--- src/rtl/hht_pair_buffer.sv ---
// hht_pair_buffer
//   Buffers (column, value) pairs for one sparse-matrix row job between an
//   upstream fetch engine and a consumer. A job is opened with a start pulse
//   carrying the number of pairs (csize); the block accepts exactly csize
//   writes, hands them out first-word-fall-through, and raises done once the
//   last pair has been popped. Any write or pop that cannot be honoured sets
//   a sticky error flag.
//
//   Optional feature: define HHT_BUF_ACC_EN to add a 32-bit accumulator of
//   popped values on acc; otherwise acc is tied to zero.
//
// Ports
//   Clk            clock, all state updates on the rising edge
//   Rst            synchronous active-high reset
//   start          one-cycle pulse, opens a job and samples csize
//   csize          number of pairs in the job
//   wr_en          upstream presents a pair on wr_col/wr_val
//   wr_col/wr_val  pair being written
//   full           FIFO holds DEPTH entries
//   rd_en          consumer pops the head entry
//   rd_col/rd_val  head entry (zero when empty)
//   empty          FIFO holds no entries
//   count          current occupancy
//   done           all pairs of the current job have been popped
//   err            sticky protocol-error flag
//   acc            running sum of popped values (HHT_BUF_ACC_EN only)

module hht_pair_buffer #(
    parameter int DEPTH = 8,
    parameter int DW    = 32
) (
    input  logic                     Clk,
    input  logic                     Rst,
    input  logic                     start,
    input  logic [31:0]              csize,
    input  logic                     wr_en,
    input  logic [DW-1:0]            wr_col,
    input  logic [DW-1:0]            wr_val,
    output logic                     full,
    input  logic                     rd_en,
    output logic [DW-1:0]            rd_col,
    output logic [DW-1:0]            rd_val,
    output logic                     empty,
    output logic [$clog2(DEPTH):0]   count,
    output logic                     done,
    output logic                     err,
    output logic [31:0]              acc
);

    localparam int AW = $clog2(DEPTH);
    localparam int CW = AW + 1;
    localparam logic [CW-1:0] FULL_CNT = CW'(DEPTH);

    localparam logic [1:0] ST_IDLE  = 2'd0;
    localparam logic [1:0] ST_FILL  = 2'd1;
    localparam logic [1:0] ST_DRAIN = 2'd2;
    localparam logic [1:0] ST_DONE  = 2'd3;

    logic [1:0]    r_state;
    logic [AW-1:0] r_wptr;
    logic [AW-1:0] r_rptr;
    logic [CW-1:0] r_count;
    logic [31:0]   r_wr_left;
    logic [31:0]   r_rd_left;
    logic          r_err;

    logic [DW-1:0] r_mem_col [DEPTH];
    logic [DW-1:0] r_mem_val [DEPTH];

    logic          w_full;
    logic          w_empty;
    logic          w_wr_acc;
    logic          w_rd_acc;
    logic [31:0]   w_wr_left_nxt;
    logic [31:0]   w_rd_left_nxt;

    assign w_full  = (r_count == FULL_CNT);
    assign w_empty = (r_count == '0);

    // A pop is always honoured when an entry exists, so a write into a full
    // FIFO is safe whenever rd_en is also high: the head slot is being freed
    // on the same edge. start and Rst take priority over both transfers.
    assign w_wr_acc = !Rst && !start && wr_en && (r_state == ST_FILL) &&
                      (r_wr_left != '0) && (!w_full || rd_en);
    assign w_rd_acc = !Rst && !start && rd_en && !w_empty;

    assign w_wr_left_nxt = w_wr_acc ? (r_wr_left - 32'd1) : r_wr_left;
    assign w_rd_left_nxt = (w_rd_acc && (r_rd_left != '0)) ?
                           (r_rd_left - 32'd1) : r_rd_left;

    always_ff @(posedge Clk) begin
        if (Rst) begin
            r_state   <= ST_IDLE;
            r_wptr    <= '0;
            r_rptr    <= '0;
            r_count   <= '0;
            r_wr_left <= '0;
            r_rd_left <= '0;
            r_err     <= 1'b0;
        end else if (start) begin
            // Opening a job from any state flushes whatever is buffered;
            // the error flag survives so an aborted job's fault stays visible.
            r_state   <= (csize != '0) ? ST_FILL : ST_DONE;
            r_wptr    <= '0;
            r_rptr    <= '0;
            r_count   <= '0;
            r_wr_left <= csize;
            r_rd_left <= csize;
        end else begin
            if (w_wr_acc) begin
                r_wptr <= r_wptr + 1'b1;
            end
            if (w_rd_acc) begin
                r_rptr <= r_rptr + 1'b1;
            end
            case ({w_wr_acc, w_rd_acc})
                2'b10:   r_count <= r_count + 1'b1;
                2'b01:   r_count <= r_count - 1'b1;
                default: r_count <= r_count;
            endcase
            r_wr_left <= w_wr_left_nxt;
            r_rd_left <= w_rd_left_nxt;

            if ((wr_en && !w_wr_acc) || (rd_en && w_empty)) begin
                r_err <= 1'b1;
            end

            case (r_state)
                ST_FILL: begin
                    if (w_rd_left_nxt == '0) begin
                        r_state <= ST_DONE;
                    end else if (w_wr_left_nxt == '0) begin
                        r_state <= ST_DRAIN;
                    end
                end
                ST_DRAIN: begin
                    if (w_rd_left_nxt == '0) begin
                        r_state <= ST_DONE;
                    end
                end
                default: r_state <= r_state;
            endcase
        end
    end

    // Storage is not reset; only the pointers and occupancy define validity.
    always_ff @(posedge Clk) begin
        if (w_wr_acc) begin
            r_mem_col[r_wptr] <= wr_col;
            r_mem_val[r_wptr] <= wr_val;
        end
    end

    assign full   = w_full;
    assign empty  = w_empty;
    assign count  = r_count;
    assign done   = (r_state == ST_DONE);
    assign err    = r_err;
    assign rd_col = w_empty ? '0 : r_mem_col[r_rptr];
    assign rd_val = w_empty ? '0 : r_mem_val[r_rptr];

`ifdef HHT_BUF_ACC_EN
    logic [31:0] r_acc;

    // Modulo-2^32 accumulation of the low 32 bits of the popped value.
    function automatic logic [31:0] acc_wrap_add(input logic [31:0] a,
                                                 input logic [DW-1:0] v);
        logic [31:0] v32;
        v32 = 32'(v);
        return a + v32;
    endfunction

    always_ff @(posedge Clk) begin
        if (Rst || start) begin
            r_acc <= '0;
        end else if (w_rd_acc) begin
            r_acc <= acc_wrap_add(r_acc, rd_val);
        end
    end

    assign acc = r_acc;
`else
    assign acc = '0;
`endif

endmodule

--- config.mk ---
export PLATFORM = sky130hd
export DESIGN_NAME = hht_pair_buffer
export DESIGN_NICKNAME = d
export VERILOG_FILES = /design/src/rtl/hht_pair_buffer.sv
export SDC_FILE = /design/constraint.sdc
export NUM_CORES = 1
export LEC_CHECK = 0
export ABC_AREA = 1
export BUFFER_PORTS_ARGS = -buffer_cell sky130_fd_sc_hd__buf_2
export CELL_PAD_IN_SITES_DETAIL_PLACEMENT = 1
export CELL_PAD_IN_SITES_GLOBAL_PLACEMENT = 1
export CORE_ASPECT_RATIO = 0.8
export CORE_MARGIN = 10
export CORE_UTILIZATION = 43
export CTS_BUF_LIST = sky130_fd_sc_hd__clkbuf_16
export DETAILED_ROUTE_END_ITERATION = 7
export PLACE_DENSITY_LB_ADDON = 0.1
export RECOVER_POWER = 100
export SLEW_MARGIN = 20
export SYNTH_ARGS = -nofsm -noshare
export SYNTH_HDL_FRONTEND = slang
export SYNTH_SLANG_ARGS = --single-unit
--- constraint.sdc ---
create_clock -name Clk -period 6.11 [get_ports Clk]
set_clock_uncertainty 0.1 [all_clocks]
set_input_delay 0.611 -clock Clk [delete_from_list [all_inputs] [get_ports Clk]]
set_output_delay 0.611 -clock Clk [all_outputs]
set_load 0.02 [all_outputs]
==> metrics <==
cts repair resizes 0; 1st-iter DRT viols 1405; Rel. slew slack -58.3%; CP max-delay cell clkbuf_2; critical path depth in cells 7; htree depth 2; DRC 0; Max VDD drop 0.000342 V; clock-pin slew on the worst setup and hold paths 70 ps; global-route wire length before repair 118000 µm; dominant cell by count in the synthesized netlist nor2_1; Placer Congestion 0.875; drt first pass iters 5; GR Overflow Total 0; Post-Layout Cell Count 3497; RSZ-0062 raised after global routing no; CP required 5400 ps; R2R setup slack 1880 ps; hold buffers post-CTS 0; FF-to-FF Start count[2]$_SDFFE_PP0P_; synth top area cells edfxtp_1, nor2_1, o21ai_0; IO Count 205; GRT Total Usage 21.5%; clock sink total 592; post-route setup slack 881 ps; hold-critical path depth 2; Setup CP Type reg2out; Max Fclk 191 MHz; Mean Syn Cell Area 10.2 µm²; Initial Utilization 43.4%; final wirelength 77500 µm; Synth warnings 0; Synth top area share 59.4%; Leakage 10.4 nW; Final #Nets 2772; worst hold-check path type in2reg; DP Wirelength 47000 µm; Primary FF master, synth edfxtp_1; std cell rows 80; width of the die 294 µm; CTS Buf Count 60; met2 wire length 35400 µm; sum of negative setup slack 0 ps; # setup viols final 0; post-route ant nets 0; vias per cell 5.50; Slew Viols, Final 454; mapped cell area 25900 µm²; Max FO, Critical Path 65; Critical Path Sink rd_val[15]; pwr dens 301 nW/µm²; crit path launch type flop; CP most frequent cell o21ai_0; dpl cells 3379; Setup crit end kind output pin; top sig layer met5; wire length per cell 22.2 µm; WP buf/inv 3; Metal-1 WL 36900 µm; clk_lat worst skew 630 ps; post-synthesis cell count 2534; post-CTS setup buffers 0; Clock Tree Buf Depth 3; actual slew at the worst max-slew pin 2370 ps; Die ar. 70500 µm²; count of input and output buffers 172; failing checks capacitance limit, slew limit; vias in the first global route 19746; fin crit period 5230 ps; EDFF count, synth 512; Distinct cells, synth 42; pre-CTS setup slack 2160 ps; largest net degree at the start of global routing 170; FF-to-FF End r_state[1]$_SDFFE_PP0P_; floorplan die height 239 µm; Final period util 85.6%; CTS tree yes; max incr delay on CP 1110 ps; area leader, netlist edfxtp_1; post-synthesis sequential area ratio 65.6%; Post-synth top cells nor2_1, edfxtp_1, o21ai_0; max cap viols 12; share of flip-flops with an asynchronous set or reset 0%; critical path arrival 4520 ps; Synth Register Bits 592; share of cells above drive strength 1 6.71%; outcome finished, violations left; routed vias 19226; CTS root buffer clkbuf_16; family with the most delay on the worst path buffers and inverters; Fin. Hold Viols 0; initial antenna violation count 7; DR WL met3 3970 µm; CP cell instances buf_4 > clkbuf_2 > o21ai_0 > o22ai_1 > o21ai_0 > a31oi_1 > buf_2; R2R depth 16; Area Overhead vs Synth 12.6%; core area 59700 µm²
## power breakdown
| part | internal, W | total [W] | switching, W |
|---|---|---|---|
| logic | 0.000135 | 0.000519 | 0.000384 |
| clock network | 0.00218 | 0.00380 | 0.00162 |
| registers | 0.00442 | 0.00446 | 0.0000375 |
| total | 0.00673 | 0.00877 | 0.00204 |
## kinds of logic (layout without fill, tap and decap cells)
| family | count (synthesis) | count (layout) | synth area share, % |
|---|---|---|---|
| DFF | 592 | 592 | 65.6 |
| adders and majority gates | 9 | 9 | 0.464 |
| other | 1 | 38 | 0.0145 |
| AOI/OAI and AO/OA | 573 | 573 | 12.0 |
| buffers and inverters | 311 | 458 | 5.22 |
| xor gates and xnor gates | 23 | 23 | 0.778 |
| and+or+nand+nor | 1025 | 1025 | 15.9 |
## layout make-up
class                   instances  area (µm²)
diodes                          6        15.0
clock buffers                  60        1500
clock inverters                52         534
fillers                      6624       30500
inverters                     149         572
multi-input cells            1662        7640
flip-flops and latches        592       17000
well taps                     779         975
repair buffers                197         913
## layout by cell type, fill, tap and decap left out, types with 13 or more instances in the layout
| cell | synthesis | layout |
|---|---|---|
| a21oi_1 | 15 | 15 |
| xor2_1 | 17 | 17 |
| buf_4 | 33 | 13 |
| nand3_1 | 39 | 40 |
| dfxtp_1 | 80 | 78 |
| edfxtp_1 | 512 | 512 |
| a31oi_1 | 65 | 65 |
| conb_1 | 1 | 32 |
| clkbuf_16 | 0 | 60 |
| inv_1 | 144 | 156 |
| clkbuf_1 | 95 | 132 |
| buf_2 | 4 | 44 |
| nand4_1 | 25 | 25 |
| o22ai_1 | 96 | 96 |
| o21ai_0 | 383 | 388 |
| nor2_1 | 565 | 565 |
| nand2_1 | 361 | 363 |
| clkinv_1 | 0 | 13 |
## sequential cells by signal, summed over array words and instances (netlist names), named ones only
name / flops
r_wptr: 3
r_mem_val: 256
err: 1
r_state: 2
r_mem_col: 256
count: 4
r_wr_left: 32
r_rptr: 3
r_rd_left: 32
## layer usage
layer	global-route usage, %	vias up
li1	-	8989
met1	30.6	9754
met3	3.51	81
met2	33.7	396
met4	5.37	6
met5	0	-
## per-stage QoR
step / power [W] / utilization, % / hold slack [ps] / cell area [µm²]
after floorplan: 0.00487 / - / 366 / 26000
final: 0.00877 / 48.8 / 71.1 / 29100
after detailed placement: 0.00506 / 45.9 / 378 / 27400
after global placement: 0.00504 / 45.9 / 358 / 27400
after global routing: 0.00908 / 48.8 / 62.0 / 29100
after CTS: 0.00885 / 49.3 / 35.7 / 29400
## worst min-delay path by stage
| stage | from | slack [ps] | end |
|---|---|---|---|
| 3_3_place_gp | err$_SDFFE_PP0P_ | 360 | err$_SDFFE_PP0P_ |
| 3_5_place_dp | err$_SDFFE_PP0P_ | 380 | err$_SDFFE_PP0P_ |
| 5_1_grt | Rst | 60 | err$_SDFFE_PP0P_ |
| 2_1_floorplan | r_rptr[0]$_SDFFE_PP0P_ | 370 | flop |
| 6_report | Rst | 70 | err$_SDFFE_PP0P_ |
| 4_1_cts | Rst | 40 | err$_SDFFE_PP0P_ |
Note: power is estimated with default switching activity, not from simulation.
